## src/rtl/sort_pkg.sv

```systemverilog
// Shared widths and FSM state type for the sequential 4-value sorter.
// Latency: n/a (declarations only).
// Backpressure: n/a.
package sort_pkg;
    localparam int DEF_W  = 3;
    localparam int NUM_IN = 4;
    localparam int IDX_W  = 2;

    typedef enum logic {
        IDLE = 1'b0,
        SORT = 1'b1
    } state_t;
endpackage

```

## src/rtl/argmax4_masked.sv

```systemverilog
// Masked 4-way argmax; lowest index wins ties, masked entries never win.
// Latency: combinational.
// Backpressure: none.
module argmax4_masked
    import sort_pkg::*;
#(
    parameter int W = DEF_W
) (
    input  logic [W-1:0]      v0,
    input  logic [W-1:0]      v1,
    input  logic [W-1:0]      v2,
    input  logic [W-1:0]      v3,
    input  logic [NUM_IN-1:0] mask,
    output logic [IDX_W-1:0]  idx,
    output logic [W-1:0]      max
);

    logic [W-1:0] vals [NUM_IN];
    logic         found;

    always_comb begin
        vals[0] = v0;
        vals[1] = v1;
        vals[2] = v2;
        vals[3] = v3;
        found   = 1'b0;
        idx     = '0;
        max     = '0;
        // Strict greater-than keeps the earlier (lower-index) entry on a tie.
        for (int i = 0; i < NUM_IN; i++) begin
            if (!mask[i] && (!found || vals[i] > max)) begin
                found = 1'b1;
                idx   = IDX_W'(i);
                max   = vals[i];
            end
        end
    end

endmodule

```

## src/rtl/sort4_seq.sv

```systemverilog
// Accepts four values, emits them largest-first with original index, one per handshake.
// Latency: first output the cycle after accept; 4 outputs back-to-back with out_ready high.
// Backpressure: out_ready low freezes all state, so outputs hold; in_ready low while sorting.
module sort4_seq
    import sort_pkg::*;
#(
    parameter int W = DEF_W
) (
    input  logic             clk,
    input  logic             rst,
    input  logic             in_valid,
    output logic             in_ready,
    input  logic [W-1:0]     a,
    input  logic [W-1:0]     b,
    input  logic [W-1:0]     c,
    input  logic [W-1:0]     d,
    output logic             out_valid,
    input  logic             out_ready,
    output logic [W-1:0]     out_data,
    output logic [IDX_W-1:0] out_idx,
    output logic             out_last
);

    state_t                  state_q;
    state_t                  state_d;
    logic [W-1:0]            v_q [NUM_IN];
    logic [NUM_IN-1:0]       mask_q;
    logic [IDX_W-1:0]        count_q;
    logic [IDX_W-1:0]        sel_idx;
    logic [W-1:0]            sel_max;
    logic                    accept;
    logic                    fire;

    argmax4_masked #(.W(W)) u_argmax (
        .v0   (v_q[0]),
        .v1   (v_q[1]),
        .v2   (v_q[2]),
        .v3   (v_q[3]),
        .mask (mask_q),
        .idx  (sel_idx),
        .max  (sel_max)
    );

    always_ff @(posedge clk or posedge rst) begin
        if (rst) begin
            state_q <= IDLE;
        end else begin
            state_q <= state_d;
        end
    end

    always_comb begin
        state_d   = state_q;
        in_ready  = 1'b0;
        out_valid = 1'b0;
        out_data  = '0;
        out_idx   = '0;
        out_last  = 1'b0;
        accept    = 1'b0;
        fire      = 1'b0;
        case (state_q)
            IDLE: begin
                in_ready = ~rst;
                accept   = in_valid & ~rst;
                if (accept) begin
                    state_d = SORT;
                end
            end
            SORT: begin
                out_valid = 1'b1;
                out_data  = sel_max;
                out_idx   = sel_idx;
                out_last  = (count_q == IDX_W'(NUM_IN - 1));
                fire      = out_ready;
                if (fire && out_last) begin
                    state_d = IDLE;
                end
            end
            default: state_d = IDLE;
        endcase
    end

    always_ff @(posedge clk or posedge rst) begin
        if (rst) begin
            v_q     <= '{default: '0};
            mask_q  <= '0;
            count_q <= '0;
        end else if (accept) begin
            v_q[0]  <= a;
            v_q[1]  <= b;
            v_q[2]  <= c;
            v_q[3]  <= d;
            mask_q  <= '0;
            count_q <= '0;
        end else if (fire) begin
            // Clearing on the last output means the mask never shows all-ones in SORT.
            if (out_last) begin
                mask_q  <= '0;
                count_q <= '0;
            end else begin
                mask_q[sel_idx] <= 1'b1;
                count_q         <= count_q + IDX_W'(1);
            end
        end
    end

endmodule

```

## config.mk

```make
export PLATFORM = sky130hd
export DESIGN_NAME = sort4_seq
export DESIGN_NICKNAME = d
export VERILOG_FILES = /design/src/rtl/sort_pkg.sv /design/src/rtl/argmax4_masked.sv /design/src/rtl/sort4_seq.sv
export SDC_FILE = /design/constraint.sdc
export NUM_CORES = 1
export LEC_CHECK = 0
export ABC_AREA = 0
export CAP_MARGIN = 20
export CELL_PAD_IN_SITES_DETAIL_PLACEMENT = 1
export CELL_PAD_IN_SITES_GLOBAL_PLACEMENT = 1
export CORE_MARGIN = 4
export CORE_UTILIZATION = 39
export CTS_CLUSTER_SIZE = 12
export DETAILED_ROUTE_END_ITERATION = 8
export PLACE_DENSITY_LB_ADDON = 0.1
export SYNTH_ARGS = -nofsm -noshare
export SYNTH_HDL_FRONTEND = slang
export SYNTH_SLANG_ARGS = --single-unit
```

## constraint.sdc

```tcl
create_clock -name clk -period 6.2 [get_ports clk]
set_input_delay 1.24 -clock clk [delete_from_list [all_inputs] [get_ports clk]]
set_output_delay 1.24 -clock clk [all_outputs]
set_load 0.01 [all_outputs]
```

==> impl_metrics.xml <==
<?xml version="1.0" encoding="UTF-8"?>
<metrics>
  <group name="global_route">
    <metric name="grt_start_max_net_pins" unit="">20</metric>
    <metric name="gr-usage-met1" unit="">0.183</metric>
    <metric name="grt_most_used_layer" unit="">met2</metric>
    <metric name="global_route_wire_length_before_repair" unit="um">5080</metric>
    <metric name="total_congestion_overflow" unit="">0</metric>
    <metric name="global_route.usage.total" unit="">0.156</metric>
    <metric name="met3_usage" unit="">0.0277</metric>
    <metric name="antenna_found_initial" unit="">0</metric>
    <metric name="grt.met2_usage" unit="">0.281</metric>
    <metric name="grt_pass1_vias" unit="">1143</metric>
  </group>
  <group name="synthesis">
    <metric name="synth_largest_type_area_fraction" unit="">0.382</metric>
    <metric name="synthesis.area_per_instance" unit="sq um">10.0</metric>
    <metric name="synth-seq-area-share" unit="">0.382</metric>
    <metric name="post_synth_instance_area" unit="sq um">1240</metric>
    <metric name="postSynthRegisterBits" unit="">19</metric>
    <metric name="synth.top_cells.by_area" unit="">sky130_fd_sc_hd__dfrtp_1 (38%), sky130_fd_sc_hd__ha_1 (10%), sky130_fd_sc_hd__mux2_2 (8.1%)</metric>
    <metric name="synth.largest_area_cell" unit="">sky130_fd_sc_hd__dfrtp_1</metric>
    <metric name="syn-instance-count" unit="">124</metric>
    <metric name="yosys_warnings" unit="">0</metric>
    <metric name="synthDistinctLibCells" unit="">38</metric>
    <metric name="synth.net_count" unit="">150</metric>
  </group>
  <group name="floorplan">
    <metric name="core" unit="sq um">3050</metric>
    <metric name="core.rowCount" unit="">20</metric>
    <metric name="total_die_area" unit="sq um">4160</metric>
    <metric name="fp.dieW" unit="um">64.5</metric>
    <metric name="design.portCount" unit="">24</metric>
    <metric name="initial_core_util" unit="">0.408</metric>
    <metric name="die_h" unit="um">64.5</metric>
  </group>
  <group name="route">
    <metric name="via_count_of_the_routed_design" unit="">1084</metric>
    <metric name="drc" unit="">0</metric>
    <metric name="routed_wl" unit="um">3160</metric>
    <metric name="routed_via_density" unit="">5.39</metric>
    <metric name="routed_wire_per_std_cell" unit="um">15.7</metric>
    <metric name="detailedRoute.firstIterationViolations" unit="">33</metric>
    <metric name="drt-pass1-iter-count" unit="">4</metric>
    <metric name="ant_nets" unit="">0</metric>
  </group>
  <group name="run_status">
    <metric name="status" unit="">finished, final reports clean</metric>
  </group>
  <group name="cells_and_area">
    <metric name="fillerInstances" unit="">358</metric>
    <metric name="multi_input_comb_area" unit="sq um">729</metric>
    <metric name="areaGrowthSynthToFinish" unit="%">29.0</metric>
    <metric name="antenna_cells_inserted" unit="">0</metric>
    <metric name="finish.net_count" unit="">184</metric>
    <metric name="post_route_cells_drive_above_1_share" unit="">0.217</metric>
    <metric name="regArea" unit="sq um">477</metric>
  </group>
  <group name="placed_design">
    <metric name="gp_congestion" unit="">0.780</metric>
    <metric name="place_hpwl" unit="um">2340</metric>
    <metric name="count_of_buffers_inserted_at_the_top_level_ports" unit="">23</metric>
  </group>
  <group name="cts">
    <metric name="cts-buffers-inserted" unit="">3</metric>
    <metric name="ctsRootBufferMaster" unit="">sky130_fd_sc_hd__clkbuf_4</metric>
    <metric name="numClockSinks" unit="">19</metric>
    <metric name="path_clk_slew" unit="ns">0.10</metric>
    <metric name="clk_latency" unit="ns">0.31</metric>
    <metric name="ctsHtreeMaxLevel" unit="">1</metric>
    <metric name="cts_tree" unit="">yes</metric>
    <metric name="cts.path.max_buffers" unit="">2</metric>
    <metric name="cts_hold_buf" unit="">0</metric>
  </group>
  <group name="critical_path">
    <metric name="worst_setup_path_start_kind" unit="">flop</metric>
    <metric name="critPathMaxFanout" unit="">6</metric>
    <metric name="crit_required" unit="ns">4.96</metric>
    <metric name="path_class" unit="">flop to primary output</metric>
    <metric name="critPathArrivalTime" unit="ns">4.69</metric>
    <metric name="crit_path_end_kind" unit="">primary output</metric>
  </group>
  <group name="sta">
    <metric name="hold_viol" unit="">0</metric>
    <metric name="final.setup.tns" unit="ns">0</metric>
    <metric name="finalSetupViolations" unit="">0</metric>
    <metric name="timing.fmax" unit="MHz">169</metric>
    <metric name="slew_headroom" unit="">0.469</metric>
    <metric name="clock-skew-final" unit="ns">0.00683</metric>
    <metric name="finalWorstPathRequiredPeriod" unit="ns">5.93</metric>
    <metric name="post-route-period-util" unit="">0.956</metric>
    <metric name="slew_viols_final" unit="">0</metric>
    <metric name="setup_repair_after_global_routing_missed_its_margin" unit="">false</metric>
    <metric name="tightest_slew" unit="ns">0.796</metric>
  </group>
  <group name="hold_path">
    <metric name="hold_class" unit="">flop to flop</metric>
  </group>
  <group name="job">
    <metric name="maxCapViolations" unit="">0</metric>
  </group>
</metrics>
-- state kept, by name, indices dropped and copies added, names as in the netlist --
| signal | flops |
|---|---|
| count_q | 2 |
| mask_q | 4 |
| state_q | 1 |
| v_q | 12 |
-- cells by family (layout without fill, tap and decap cells) --
logic type | Yosys count | count (layout) | synth area share
flip-flops | 19 | 19 | 0.382
AND/OR/NAND/NOR | 44 | 44 | 0.174
buffers and inverters | 9 | 42 | 0.0372
adder cells (fa/ha/maj) | 10 | 10 | 0.101
AO/OA/AOI/OAI | 33 | 33 | 0.225
multiplexers | 9 | 9 | 0.0814
-- cell usage in the layout, fill, tap and decap left out, types with 2 or more instances in the layout --
cell and n:
sky130_fd_sc_hd__nor2_1 9, sky130_fd_sc_hd__dlygate4sd2_1 3, sky130_fd_sc_hd__nand2_1 18, sky130_fd_sc_hd__a22oi_1 2, sky130_fd_sc_hd__o21ai_0 5, sky130_fd_sc_hd__a21boi_0 2, sky130_fd_sc_hd__dfrtp_1 18, sky130_fd_sc_hd__a221oi_2 3
sky130_fd_sc_hd__buf_4 9, sky130_fd_sc_hd__a21o_1 2, sky130_fd_sc_hd__a21oi_1 4, sky130_fd_sc_hd__or2_1 2, sky130_fd_sc_hd__mux2_2 9, sky130_fd_sc_hd__nor2b_1 2, sky130_fd_sc_hd__clkbuf_4 3, sky130_fd_sc_hd__clkdlybuf4s50_1 19
sky130_fd_sc_hd__ha_1 10, sky130_fd_sc_hd__inv_1 5, sky130_fd_sc_hd__nand3_1 3, sky130_fd_sc_hd__and2_1 3, sky130_fd_sc_hd__o32ai_1 3
-- worst paths after layout --
kind                            start    endpoint  slack, ns  depth (start not counted)
max                         mask_q[0]  out_idx[0]       0.27                         20
min                        count_q[1]  count_q[1]       0.55                          2
max reg2reg                 mask_q[0]   mask_q[1]       1.99                         20
min reg2reg                count_q[1]  count_q[1]       0.55                          2
max in group asynchronous         rst   mask_q[0]       4.24                          2
min in group asynchronous         rst      v_q[2]       1.41                          2
-- per-layer routing --
| metal | vias to the layer above | wire length, um |
|---|---|---|
| li1 | 518 | - |
| met1 | 547 | 1360 |
| met2 | 14 | 1670 |
| met3 | 5 | 86 |
| met4 | 0 | 46 |
| met5 | - | 0 |
-- critical path, stage by stage (launching register included) --
cell                              delay [ns]
sky130_fd_sc_hd__dfrtp_2                0.44
sky130_fd_sc_hd__inv_2                  0.11
sky130_fd_sc_hd__nand2_1                0.06
sky130_fd_sc_hd__ha_1                   0.31
sky130_fd_sc_hd__a21o_1                 0.18
sky130_fd_sc_hd__o21ai_2                0.22
sky130_fd_sc_hd__a21oi_4                0.10
sky130_fd_sc_hd__buf_4                  0.15
sky130_fd_sc_hd__a22o_1                 0.23
sky130_fd_sc_hd__ha_1                   0.31
sky130_fd_sc_hd__a41oi_2                0.23
sky130_fd_sc_hd__and2_4                 0.22
sky130_fd_sc_hd__a221oi_2               0.05
sky130_fd_sc_hd__or2_1                  0.24
sky130_fd_sc_hd__ha_1                   0.31
sky130_fd_sc_hd__a21oi_1                0.19
sky130_fd_sc_hd__nand2_1                0.11
sky130_fd_sc_hd__a31oi_2                0.19
sky130_fd_sc_hd__buf_4                  0.17
sky130_fd_sc_hd__a21boi_0               0.08
sky130_fd_sc_hd__clkdlybuf4s50_1        0.49
-- through the flow --
stage               utilization  worst slack, ns  instances  hold slack (ns)  cell area (sq um)
floorplan                     -             1.06        124            0.487               1240
global placement          0.496            0.472        189            0.501               1510
detailed placement        0.496            0.176        189            0.533               1510
CTS                       0.511           0.0728        196            0.560               1560
global route              0.526           0.0156        201            0.598               1610
finish                    0.526            0.274        201            0.550               1610
-- cells in the mapped netlist --
cell,instances
sky130_fd_sc_hd__inv_1,6
sky130_fd_sc_hd__o21a_1,1
sky130_fd_sc_hd__mux2_2,9
sky130_fd_sc_hd__a41oi_2,1
sky130_fd_sc_hd__a21boi_0,2
sky130_fd_sc_hd__a22oi_1,2
sky130_fd_sc_hd__a31oi_2,1
sky130_fd_sc_hd__nor3b_1,1
sky130_fd_sc_hd__and2_4,1
sky130_fd_sc_hd__nand3b_1,1
sky130_fd_sc_hd__a21oi_4,1
sky130_fd_sc_hd__a221oi_2,3
sky130_fd_sc_hd__o31ai_1,1
sky130_fd_sc_hd__nor2b_1,2
sky130_fd_sc_hd__nand2_1,18
sky130_fd_sc_hd__clkbuf_8,1
sky130_fd_sc_hd__a21o_1,2
sky130_fd_sc_hd__o21ai_2,1
sky130_fd_sc_hd__and2_1,3
sky130_fd_sc_hd__nor3_1,1
sky130_fd_sc_hd__nand3_1,3
sky130_fd_sc_hd__o32ai_1,3
sky130_fd_sc_hd__a32oi_1,1
sky130_fd_sc_hd__a31oi_1,1
sky130_fd_sc_hd__and3b_1,1
sky130_fd_sc_hd__o21ai_0,5
sky130_fd_sc_hd__o21a_2,1
sky130_fd_sc_hd__o211ai_1,1
sky130_fd_sc_hd__buf_2,2
sky130_fd_sc_hd__nand2_2,1
sky130_fd_sc_hd__a32o_1,1
sky130_fd_sc_hd__dfrtp_1,19
sky130_fd_sc_hd__nor2_1,9
sky130_fd_sc_hd__nor3b_2,1
sky130_fd_sc_hd__a22o_1,1
sky130_fd_sc_hd__ha_1,10
sky130_fd_sc_hd__a21oi_1,4
sky130_fd_sc_hd__or2_1,2
-- timing repair --
item	in CTS	in global routing
gates cloned	0	0
buffers inserted	3	5
resized for setup	4	3
pin swaps	1	6
setup endpoints to repair	4	4
-- cell type report --
cell class | count | share of cell area
multi-input cells | 96 | 0.454
flip-flops and latches | 19 | 0.297
repair buffers | 32 | 0.185
well taps | 44 | 0.0343
clock buffers | 4 | 0.0164
inverters | 6 | 0.0140
Power is left out: the tool's default activity adds up to more than one toggle a clock period on the data nets, which glitch-free logic cannot reach.
